`src/rtl/game_pkg.sv`:
```
// rtl/game_pkg.sv - shared tile codes, coordinate width and arbiter state encoding
package game_pkg;

  localparam int COORD_W = 4;

  localparam logic [1:0] TILE_FLOOR = 2'd0;
  localparam logic [1:0] TILE_WALL  = 2'd1;
  localparam logic [1:0] TILE_EXIT  = 2'd2;
  localparam logic [1:0] TILE_BLOCK = 2'd3;

  typedef enum logic [1:0] {
    S_IDLE   = 2'd0,
    S_LOOKUP = 2'd1,
    S_CHECK  = 2'd2,
    S_GRANT  = 2'd3
  } arb_state_t;

endpackage

```
`src/rtl/move_arbiter_if.sv`:
```
// rtl/move_arbiter_if.sv - mover request/grant bus plus the shared map-read port
interface move_arbiter_if
  import game_pkg::*;
#(
  parameter int N_REQ = 4
);
  logic [N_REQ-1:0]         ask_move;
  logic [COORD_W*N_REQ-1:0] ask_x;
  logic [COORD_W*N_REQ-1:0] ask_y;
  logic [COORD_W*N_REQ-1:0] pos_x;
  logic [COORD_W*N_REQ-1:0] pos_y;
  logic [COORD_W-1:0]       map_rd_x;
  logic [COORD_W-1:0]       map_rd_y;
  logic [1:0]               map_rd_data;
  logic [N_REQ-1:0]         accept_move;
  logic [COORD_W-1:0]       goto_x;
  logic [COORD_W-1:0]       goto_y;

  modport master (
    output ask_move, ask_x, ask_y, pos_x, pos_y, map_rd_data,
    input  map_rd_x, map_rd_y, accept_move, goto_x, goto_y
  );

  modport slave (
    input  ask_move, ask_x, ask_y, pos_x, pos_y, map_rd_data,
    output map_rd_x, map_rd_y, accept_move, goto_x, goto_y
  );
endinterface

```
`src/rtl/move_arbiter_rr_pick.sv`:
```
// rtl/move_arbiter_rr_pick.sv - combinational round-robin picker: first set request at or after ptr
module rr_pick #(
  parameter int N_REQ = 4,
  parameter int IDX_W = 2
) (
  input  logic [N_REQ-1:0] req,
  input  logic [IDX_W-1:0] ptr,
  output logic [N_REQ-1:0] grant,
  output logic [IDX_W-1:0] idx,
  output logic             any
);
  logic [2*N_REQ-1:0] rot;
  logic [IDX_W-1:0]   off;
  logic [IDX_W:0]     sum;

  always_comb begin
    // Doubling the vector turns the wrap-around search into a plain shift.
    rot = {req, req} >> ptr;
    any = 1'b0;
    off = '0;
    for (int k = 0; k < N_REQ; k++) begin
      if (!any && rot[k]) begin
        any = 1'b1;
        off = IDX_W'(k);
      end
    end
    sum = {1'b0, ptr} + {1'b0, off};
    if (sum >= (IDX_W+1)'(N_REQ)) sum = sum - (IDX_W+1)'(N_REQ);
    idx   = sum[IDX_W-1:0];
    grant = any ? (N_REQ'(1) << idx) : '0;
  end
endmodule

```
`src/rtl/move_arbiter.sv`:
```
// rtl/move_arbiter.sv - serialises mover tile-move requests through one map-read port
module move_arbiter
  import game_pkg::*;
#(
  parameter int N_REQ = 4,
  parameter int MAP_W = 13,
  parameter int MAP_H = 12
) (
  input  logic          clk,
  input  logic          rst,
  input  logic          en,
  move_arbiter_if.slave bus,
  output logic          busy
);
  localparam int IDX_W = (N_REQ > 1) ? $clog2(N_REQ) : 1;

  arb_state_t state, next_state;

  logic [IDX_W-1:0]   rr_ptr, sel, pick_idx;
  logic [N_REQ-1:0]   sel_oh, pick_grant, occ_hit;
  logic               pick_any, start, in_bounds, passable, occupied, legal;
  logic [COORD_W-1:0] tgt_x, tgt_y, cur_x, cur_y;
  logic [COORD_W-1:0] ask_sel_x, ask_sel_y, pos_sel_x, pos_sel_y;

  rr_pick #(.N_REQ(N_REQ), .IDX_W(IDX_W)) u_pick (
    .req   (bus.ask_move),
    .ptr   (rr_ptr),
    .grant (pick_grant),
    .idx   (pick_idx),
    .any   (pick_any)
  );

  assign start = en & pick_any;
  assign busy  = (state != S_IDLE);

  always_comb begin
    ask_sel_x = '0;
    ask_sel_y = '0;
    pos_sel_x = '0;
    pos_sel_y = '0;
    for (int i = 0; i < N_REQ; i++) begin
      if (pick_idx == IDX_W'(i)) begin
        ask_sel_x = bus.ask_x[i*COORD_W +: COORD_W];
        ask_sel_y = bus.ask_y[i*COORD_W +: COORD_W];
        pos_sel_x = bus.pos_x[i*COORD_W +: COORD_W];
        pos_sel_y = bus.pos_y[i*COORD_W +: COORD_W];
      end
    end
  end

  // Live positions: a mover granted just before this one has already moved.
  for (genvar j = 0; j < N_REQ; j++) begin : g_occ
    assign occ_hit[j] = ~sel_oh[j]
                      && (bus.pos_x[j*COORD_W +: COORD_W] == tgt_x)
                      && (bus.pos_y[j*COORD_W +: COORD_W] == tgt_y);
  end

  assign occupied  = |occ_hit;
  assign in_bounds = ({1'b0, tgt_x} < (COORD_W+1)'(MAP_W))
                  && ({1'b0, tgt_y} < (COORD_W+1)'(MAP_H));
  assign passable  = (bus.map_rd_data == TILE_FLOOR) || (bus.map_rd_data == TILE_EXIT);
  assign legal     = in_bounds & passable & ~occupied;

  always_ff @(posedge clk or posedge rst) begin
    if (rst) state <= S_IDLE;
    else     state <= next_state;
  end

  always_comb begin
    next_state = state;
    case (state)
      S_IDLE:   if (start) next_state = S_LOOKUP;
      S_LOOKUP: next_state = S_CHECK;
      S_CHECK:  next_state = S_GRANT;
      S_GRANT:  next_state = S_IDLE;
      default:  next_state = S_IDLE;
    endcase
  end

  always_ff @(posedge clk or posedge rst) begin
    if (rst) begin
      rr_ptr          <= '0;
      sel             <= '0;
      sel_oh          <= '0;
      tgt_x           <= '0;
      tgt_y           <= '0;
      cur_x           <= '0;
      cur_y           <= '0;
      bus.map_rd_x    <= '0;
      bus.map_rd_y    <= '0;
      bus.accept_move <= '0;
      bus.goto_x      <= '0;
      bus.goto_y      <= '0;
    end else begin
      case (state)
        S_IDLE: begin
          if (start) begin
            sel          <= pick_idx;
            sel_oh       <= pick_grant;
            tgt_x        <= ask_sel_x;
            tgt_y        <= ask_sel_y;
            cur_x        <= pos_sel_x;
            cur_y        <= pos_sel_y;
            bus.map_rd_x <= ask_sel_x;
            bus.map_rd_y <= ask_sel_y;
          end
        end
        S_CHECK: begin
          bus.goto_x      <= legal ? tgt_x : cur_x;
          bus.goto_y      <= legal ? tgt_y : cur_y;
          bus.accept_move <= sel_oh;
        end
        S_GRANT: begin
          bus.accept_move <= '0;
          rr_ptr          <= (sel == IDX_W'(N_REQ-1)) ? '0 : sel + 1'b1;
        end
        default: ;
      endcase
    end
  end
endmodule
```
`src/flat_wrapper.sv`:
```
// flat-port wrapper written by rule: the top's interface ports become plain ports
module move_arbiter_flat import game_pkg::*;
#(
  parameter int N_REQ = 4,
  parameter int MAP_W = 13,
  parameter int MAP_H = 12
)
  (clk, rst, en, busy, bus_ask_move, bus_ask_x, bus_ask_y, bus_pos_x, bus_pos_y, bus_map_rd_data, bus_map_rd_x, bus_map_rd_y, bus_accept_move, bus_goto_x, bus_goto_y);
  move_arbiter_if #(.N_REQ(N_REQ)) bus_i ();
  input  logic clk;
  input  logic rst;
  input  logic en;
  output logic busy;
  input wire logic [$bits(bus_i.ask_move)-1:0] bus_ask_move;
  input wire logic [$bits(bus_i.ask_x)-1:0] bus_ask_x;
  input wire logic [$bits(bus_i.ask_y)-1:0] bus_ask_y;
  input wire logic [$bits(bus_i.pos_x)-1:0] bus_pos_x;
  input wire logic [$bits(bus_i.pos_y)-1:0] bus_pos_y;
  input wire logic [$bits(bus_i.map_rd_data)-1:0] bus_map_rd_data;
  output wire logic [$bits(bus_i.map_rd_x)-1:0] bus_map_rd_x;
  output wire logic [$bits(bus_i.map_rd_y)-1:0] bus_map_rd_y;
  output wire logic [$bits(bus_i.accept_move)-1:0] bus_accept_move;
  output wire logic [$bits(bus_i.goto_x)-1:0] bus_goto_x;
  output wire logic [$bits(bus_i.goto_y)-1:0] bus_goto_y;
  assign bus_i.ask_move = bus_ask_move;
  assign bus_i.ask_x = bus_ask_x;
  assign bus_i.ask_y = bus_ask_y;
  assign bus_i.pos_x = bus_pos_x;
  assign bus_i.pos_y = bus_pos_y;
  assign bus_i.map_rd_data = bus_map_rd_data;
  assign bus_map_rd_x = bus_i.map_rd_x;
  assign bus_map_rd_y = bus_i.map_rd_y;
  assign bus_accept_move = bus_i.accept_move;
  assign bus_goto_x = bus_i.goto_x;
  assign bus_goto_y = bus_i.goto_y;
  move_arbiter #(.N_REQ(N_REQ), .MAP_W(MAP_W), .MAP_H(MAP_H)) u_core (.clk(clk), .rst(rst), .en(en), .bus(bus_i), .busy(busy));
endmodule
```
`config.mk`:
```
export PLATFORM = sky130hd
export DESIGN_NAME = move_arbiter_flat
export DESIGN_NICKNAME = d
export VERILOG_FILES = /design/src/rtl/game_pkg.sv /design/src/rtl/move_arbiter_if.sv /design/src/rtl/move_arbiter_rr_pick.sv /design/src/rtl/move_arbiter.sv /design/src/flat_wrapper.sv
export SDC_FILE = /design/constraint.sdc
export NUM_CORES = 1
export LEC_CHECK = 0
export BUFFER_PORTS_ARGS = -buffer_cell sky130_fd_sc_hd__buf_2
export CAP_MARGIN = 10
export CORE_MARGIN = 4
export CORE_UTILIZATION = 46
export CTS_CLUSTER_SIZE = 40
export DETAILED_ROUTE_END_ITERATION = 8
export HOLD_SLACK_MARGIN = 0.02
export PLACE_DENSITY = 0.89
export SYNTH_ARGS = -nofsm -noshare
export SYNTH_HDL_FRONTEND = slang
export SYNTH_SLANG_ARGS = --single-unit
```
`constraint.sdc`:
```
create_clock -name clk -period 2.7 [get_ports clk]
set_input_delay 0.135 -clock clk [delete_from_list [all_inputs] [get_ports clk]]
set_output_delay 0.135 -clock clk [all_outputs]
set_load 0.01 [all_outputs]
```
; ---- Word level (Yosys, flattened, before mapping)
; Cells that the tools add are included.
; Widths: inputs -> output; s select.
[word_totals]
regBits = 38
inputBits = 73
out_inout_bits = 21
wordCells = 98
[classes]
addsub = 3
n_lt_le_gt_ge = 3
eq_ne = 17
shifts = 2
mux = 31
bitwise_logic = 8
n_reduce_logical = 23
[op_table]
columns = cell, count
row1 = $mux 4, 19
row2 = $eq 4x4->1, 8
row3 = $eq 2x2->1 const B, 6
row4 = $logic_and 1x1->1, 12
row5 = $mux 2, 5
row6 = $lt 4x4->1 const B, 2
row7 = $pmux 2 s4, 1
row8 = $pmux 4 s2, 1
row9 = $shr 8x2->4, 1
row10 = $logic_not 2->1, 3
row11 = $mux 1, 5
row12 = $not 1->1, 5
row13 = $eq 2x1->1 const B, 2
row14 = $reduce_bool 2->1, 2
row15 = $reduce_or 4->1, 1
row16 = $shl 1x2->4 const A, 1
row17 = $add 2x2->3, 1
row18 = $and 1x1->1, 3
row19 = $ge 3x3->1 const B, 1
row20 = $logic_not 1->1, 3
row21 = $add 2x1->2 const B, 1
row22 = $ne 2x1->1 const B, 1
row23 = $reduce_and 2->1, 1
row24 = $sub 2x1->2 const B, 1
row25 = $logic_or 1x1->1, 1

; ---- Depth between registers and ports, before layout
[logic_depth]
depth_word = 19
depth_mapped = 14
depth_no_buf = 12

; ---- Hierarchy
; Synthesis repeated with hierarchy kept, for this count alone.
[unflattened]
hier_cells = 263
hier_area_um2 = 2889.0
[by_module_without_submodules]
columns = mod, instances, cells_each, area_per_inst_um2, seq_area_each_um2
row1 = move_arbiter, 1, 223, 2611.3, 950.9
row2 = rr_pick, 1, 40, 277.8, 0.0

; ---- Worst setup path before layout
; OpenSTA, ideal clock, no wires.
[synth_path]
path_type = register -> register
start = register u_core.rr_ptr[0]
end = register u_core.cur_x[0]
setup_time_ns = 0.087
arrival_ns = 2.480
required_ns = 2.613
setup_slack_ns = 0.133
path_stages_with_launch = 10
n_path_buf = 4
synth_period_minus_slack_ns = 2.567
path_cell_list = dfrtp_1 -> buf_2 -> or4_1 -> o2111ai_1 -> ha_1 -> clkbuf_1 -> or3_1 -> buf_1 -> clkbuf_1 -> o211ai_1
[synth_via]
elab_chain_cells = 19
word_cells_on_any_way = 28
cone_classes = 2 x add/sub / 1 x order compare / 3 x eq/ne / 1 x shift / 12 x mux / 1 x bitwise / 8 x reduce/logical
[synth_rtl]
columns = element, line
row1 = start: declaration, move_arbiter.sv:19  ; logic [IDX_W-1:0] rr_ptr, sel, pick_idx;
row2 = start signal: assignment, move_arbiter.sv:115  ; rr_ptr <= (sel == IDX_W'(N_REQ-1)) ? '0 : sel + 1'b1;
row3 = $shr 8x2->4, move_arbiter_rr_pick.sv:18  ; rot = {req, req} >> ptr;
row4 = $mux 1, move_arbiter_rr_pick.sv:22  ; if (!any && rot[k]) begin
row5 = $logic_not 1->1, move_arbiter_rr_pick.sv:22
row6 = $logic_and 1x1->1, move_arbiter_rr_pick.sv:22
row7 = $mux 1, move_arbiter_rr_pick.sv:22
row8 = $logic_not 1->1, move_arbiter_rr_pick.sv:22
row9 = $logic_and 1x1->1, move_arbiter_rr_pick.sv:22
row10 = $mux 1, move_arbiter_rr_pick.sv:22
row11 = (+2 left out), --
row12 = $mux 2, move_arbiter_rr_pick.sv:22
row13 = $add 2x2->3 *, move_arbiter_rr_pick.sv:27  ; sum = {1'b0, ptr} + {1'b0, off};
row14 = $ge 3x3->1 or $sub 2x1->2 (tied branches), move_arbiter_rr_pick.sv:28  ; if (sum >= (IDX_W+1)'(N_REQ)) sum = sum - (IDX_W+1)'(N_REQ);
row15 = $mux 2 *, move_arbiter_rr_pick.sv:28
row16 = named net u_core.pick_idx[0], move_arbiter.sv:19
row17 = $logic_not 2->1, move_arbiter.sv:42  ; if (pick_idx == IDX_W'(i)) begin
row18 = $mux 4 (3 in a row), move_arbiter.sv:42
row19 = $mux 4 *, move_arbiter.sv:42
row20 = end signal: assignment, move_arbiter.sv:102  ; cur_x <= pos_sel_x;
row21 = end: declaration, move_arbiter.sv:22  ; logic [COORD_W-1:0] tgt_x, tgt_y, cur_x, cur_y;
; The timed path passes the listed nets; every way through them passes the cells marked *.
; A chain may end at the register's enable or synchronous reset.

; ---- Final worst setup path
[layout_path]
start = register u_core.rr_ptr[0]
end = register u_core.tgt_x[0]
[layout_via]
elab_chain_cells = 19
word_cells_on_any_way = 28
cone_classes = 2 x add/sub / 1 x order compare / 3 x eq/ne / 1 x shift / 12 x mux / 1 x bitwise / 8 x reduce/logical
[layout_rtl]
columns = element, line
row1 = $shr 8x2->4, move_arbiter_rr_pick.sv:18
row2 = $mux 1, move_arbiter_rr_pick.sv:22
row3 = $logic_not 1->1, move_arbiter_rr_pick.sv:22
row4 = $logic_and 1x1->1, move_arbiter_rr_pick.sv:22
row5 = $mux 1, move_arbiter_rr_pick.sv:22
row6 = $logic_not 1->1, move_arbiter_rr_pick.sv:22
row7 = $logic_and 1x1->1, move_arbiter_rr_pick.sv:22
row8 = $mux 1, move_arbiter_rr_pick.sv:22
row9 = $logic_not 1->1, move_arbiter_rr_pick.sv:22
row10 = $logic_and 1x1->1, move_arbiter_rr_pick.sv:22
row11 = $mux 2, move_arbiter_rr_pick.sv:22
row12 = $add 2x2->3, move_arbiter_rr_pick.sv:27
row13 = $ge 3x3->1 or $sub 2x1->2 (tied branches), move_arbiter_rr_pick.sv:28
row14 = $mux 2, move_arbiter_rr_pick.sv:28
row15 = $logic_not 2->1, move_arbiter.sv:42
row16 = $mux 4 (4 in a row), move_arbiter.sv:42
row17 = end signal: assignment, move_arbiter.sv:100  ; tgt_x <= ask_sel_x;
row18 = end: declaration, move_arbiter.sv:22
; Several ways; a longest one is shown, not always the timed one.

==> impl_results.md <==
* Count of endpoints failing setup in the final report at 0
* Worst-Margin Slew at 0.745 ns
* Wire length of the first global-routing pass at 11.7 mm
* Rel. slew slack at 0.503
* Die W at 84.2 um
* Class of the most critical setup path: register to register
* Sequential share of the synthesized area at 0.356
* Post-Place Setup Slack at -0.107 ns
* CP top delay family: simple AND/OR/NAND/NOR gates
* Number of DRC violations after detailed-routing iteration 0 at 184
* CP cell instances: or4_1 -> o2111ai_1 -> ha_1 -> xnor2_4 -> xnor2_4 -> buf_12 -> mux2_2 -> o221ai_1
* Crit path top cell by count: sky130_fd_sc_hd__xnor2_4
* Count of unresolved DRC violations after routing at 0
* # IOs at 94
* Most common cell after layout, fill and taps aside: sky130_fd_sc_hd__buf_2
* Clock latency reported for the late side of the worst-skew pair at 0.30 ns
* Post-layout nets at 448
* Std-Cell Core Area at 5570 um^2
* Required time of the critical path at 2.90 ns
* Maximum frequency from static timing analysis at 393 MHz
* Delay of the slowest critical-path stage at 0.54 ns
* DIE AREA at 7090 um^2
* Post-synthesis cell area at 2670 um^2
* Clock Tree Root: sky130_fd_sc_hd__clkbuf_8
* Final HPWL DP at 5.58 mm
* Warning count from the yosys run at 0
* Hold_ws at 0.103 ns
* Share of async-settable or async-resettable flops after synthesis at 1.00
* Nature of the critical path startpoint: register
* Result of the run: completed
* Std-Cell Rows at 27
* Final min period at 2.55 ns
* Clock tree buffer depth at 2
* Final cycle utilization of the critical path at 0.943
* DRT Wirelength at 7.33 mm
* Effective utilization at floorplan at 0.479
* Class of the worst hold path: primary input to register
* Die H at 84.2 um
* Crit end category: register
* P_leak at 1.54 nW
* Fill cells at 475
* Post-layout utilization of the core at 0.597
* Crit path buf inv count at 1
* MaxCap Viol Count at 0
* Setup Total Neg Slack at 0 ns
* Cells after Synth at 283
* Placed instance count at 431
* Worst-case clock skew at 0.00612 ns
* Tot GR Track Use at 0.205
* Crit path setup slack, layout at 0.154 ns
* Per-instance average area after synthesis at 9.43 um^2
* IR drop worst, VDD at 0.000802 V
* Maximum number of pins on one net before global-route repair at 39
* Overflow after GRT at 0
* Synthesized net count at 362
* Clock tree sinks at 38
* Slowest cell on the critical path: sky130_fd_sc_hd__or4_1
* Final weighted congestion in routability-driven placement at 0.930
* Layout cells sized above 1 at 0.328
* Maximum fanout along the worst path at 9
* Antenna cells at 0
* Vias after detailed routing at 2484
* Post-synthesis register bit count at 38
* CTS tree: yes
* Ratio of routed vias to standard cells at 5.63
* Netlist cell types at 41
* Number of antenna violations at the first check in global routing at 0
* Number of input and output port buffers inserted at 92
* Number of pins with negative max-slew slack in the final report at 0
* Clock transition at the registers of the reported paths at 0.07 ns
* Final Hold Vio Count at 0
* Vias in the first global route at 2530
* Pre-antenna DRT Iters at 4
* Depth of the CTS H-tree at 2
* CP Data Arrival Time at 2.74 ns
* Top library cells by usage in the layout, fill and taps aside: sky130_fd_sc_hd__buf_2, sky130_fd_sc_hd__nand2_1, sky130_fd_sc_hd__dfrtp_1, sky130_fd_sc_hd__mux2i_1, sky130_fd_sc_hd__xnor2_1
* Register Area at 951 um^2
* Cts bufs inserted at 5
* Number of flops mapped to enable cells by yosys at 0
* Non-filler instance count after layout at 441
* Power density over the cells at 1270 nW/um^2
* Relative area change from synthesis to final layout at 24.6%
* Multi-input logic area at 1620 um^2
* Antenna-violating nets left at 0
* Commonest register cell after synthesis: sky130_fd_sc_hd__dfrtp_1
* WL per Instance at 16.6 um
[routing by layer]
layer  GRT usage  vias to the layer above  routed length (um)  part of all wire
li1            -                     1177                   -                 -
met1       0.229                     1154                2850              0.39
met2       0.357                      128                3540              0.48
met3      0.0559                       25                 672             0.092
met4       0.107                        0                 254             0.035
met5           0                        -                   0                 0
[worst min-delay path, cell delays in order]
cell                       delay, ns
sky130_fd_sc_hd__buf_2          0.10
sky130_fd_sc_hd__nand2_1        0.05
sky130_fd_sc_hd__o211ai_1       0.07
[through the flow]
step	cell area [um^2]	total power (W)
final	3330	0.00423
after global routing	3330	0.00455
after CTS	3280	0.00408
after detailed placement	3170	0.00363
after global placement	3170	0.00352
after floorplan	2670	0.00307
[logic make-up after synthesis]
group,Yosys count,synth area share
flip-flops,38,0.356
AND/OR/NAND/NOR,85,0.143
XOR/XNOR,34,0.119
multiplexers,40,0.157
adder cells (fa/ha/maj),6,0.0281
AO/OA/AOI/OAI,50,0.140
buffers and inverters,30,0.0572
[where the power goes]
group          switching (W)  internal (W)  leakage (nW)  total, W
logic                0.00134       0.00132          1.03   0.00266
registers           0.000353      0.000851         0.467   0.00120
clock network       0.000188      0.000178        0.0383  0.000366
total                0.00188       0.00235          1.54   0.00423
[path summary, 6_finish.rpt]
kind,depth (start not counted),to,slack (ns),from
min,3,u_core.cur_y[1],0.10,bus_pos_y[5]
max,8,u_core.tgt_x[0],0.15,u_core.rr_ptr[0]
min reg2reg,1,u_core.sel[1],0.52,u_core.sel[1]
max in group asynchronous,4,u_core.bus.goto_y[0],1.85,rst
max reg2reg,8,u_core.tgt_x[0],0.15,u_core.rr_ptr[0]
min in group asynchronous,4,u_core.state[1],0.49,rst
[cells in the mapped netlist, types with 2 or more instances]
library cell / n / area, um^2
sky130_fd_sc_hd__or3_1: 2 / 12.5
sky130_fd_sc_hd__ha_1: 6 / 75.1
sky130_fd_sc_hd__a21oi_1: 11 / 55.1
sky130_fd_sc_hd__xnor2_1: 29 / 254
sky130_fd_sc_hd__nor4_1: 3 / 18.8
sky130_fd_sc_hd__o221ai_1: 8 / 70.1
sky130_fd_sc_hd__mux2_1: 5 / 56.3
sky130_fd_sc_hd__dfrtp_1: 38 / 951
sky130_fd_sc_hd__o21ai_0: 4 / 20.0
sky130_fd_sc_hd__mux2i_1: 28 / 280
sky130_fd_sc_hd__nor3_1: 3 / 15.0
sky130_fd_sc_hd__nand4_1: 6 / 37.5
sky130_fd_sc_hd__buf_1: 2 / 7.51
sky130_fd_sc_hd__buf_6: 2 / 22.5
sky130_fd_sc_hd__inv_1: 5 / 18.8
sky130_fd_sc_hd__o211ai_1: 10 / 75.1
sky130_fd_sc_hd__nand2_1: 39 / 146
sky130_fd_sc_hd__nor2_1: 23 / 86.3
sky130_fd_sc_hd__a21o_1: 2 / 15.0
sky130_fd_sc_hd__a22o_1: 2 / 17.5
sky130_fd_sc_hd__nand3_1: 3 / 15.0
sky130_fd_sc_hd__xor2_1: 4 / 35.0
sky130_fd_sc_hd__a32oi_1: 8 / 70.1
sky130_fd_sc_hd__mux2_2: 6 / 67.6
sky130_fd_sc_hd__clkbuf_1: 9 / 33.8
sky130_fd_sc_hd__buf_2: 10 / 50.1
[final cells by class]
type | count | share of cell area
multi-input cells | 216 | 0.487
flip-flops and latches | 38 | 0.286
repair buffers | 103 | 0.171
well taps | 72 | 0.0271
clock buffers | 7 | 0.0229
inverters | 5 | 0.00564
[registers in the layout, summed over array words and instances, names as in the netlist]
| register | count |
|---|---|
| u_core.bus.goto_x | 4 |
| u_core.bus.accept_move | 4 |
| u_core.state | 2 |
| u_core.rr_ptr | 2 |
| u_core.tgt_x | 4 |
| u_core.cur_y | 4 |
| u_core.sel | 2 |
| u_core.sel_oh | 4 |
| u_core.tgt_y | 4 |
| u_core.bus.goto_y | 4 |
| u_core.cur_x | 4 |
[what timing repair did]
action | in CTS | in global routing
gates resized for setup | 1 | 3
hold buffers | 1 | 0
buffers inserted | 0 | 1
pin swaps | 1 | 1
endpoints found under the setup margin | 16 | 16
endpoints found under the hold margin | 38 | 0
cloned | 1 | 0
Power figures use the tool's default switching activity.
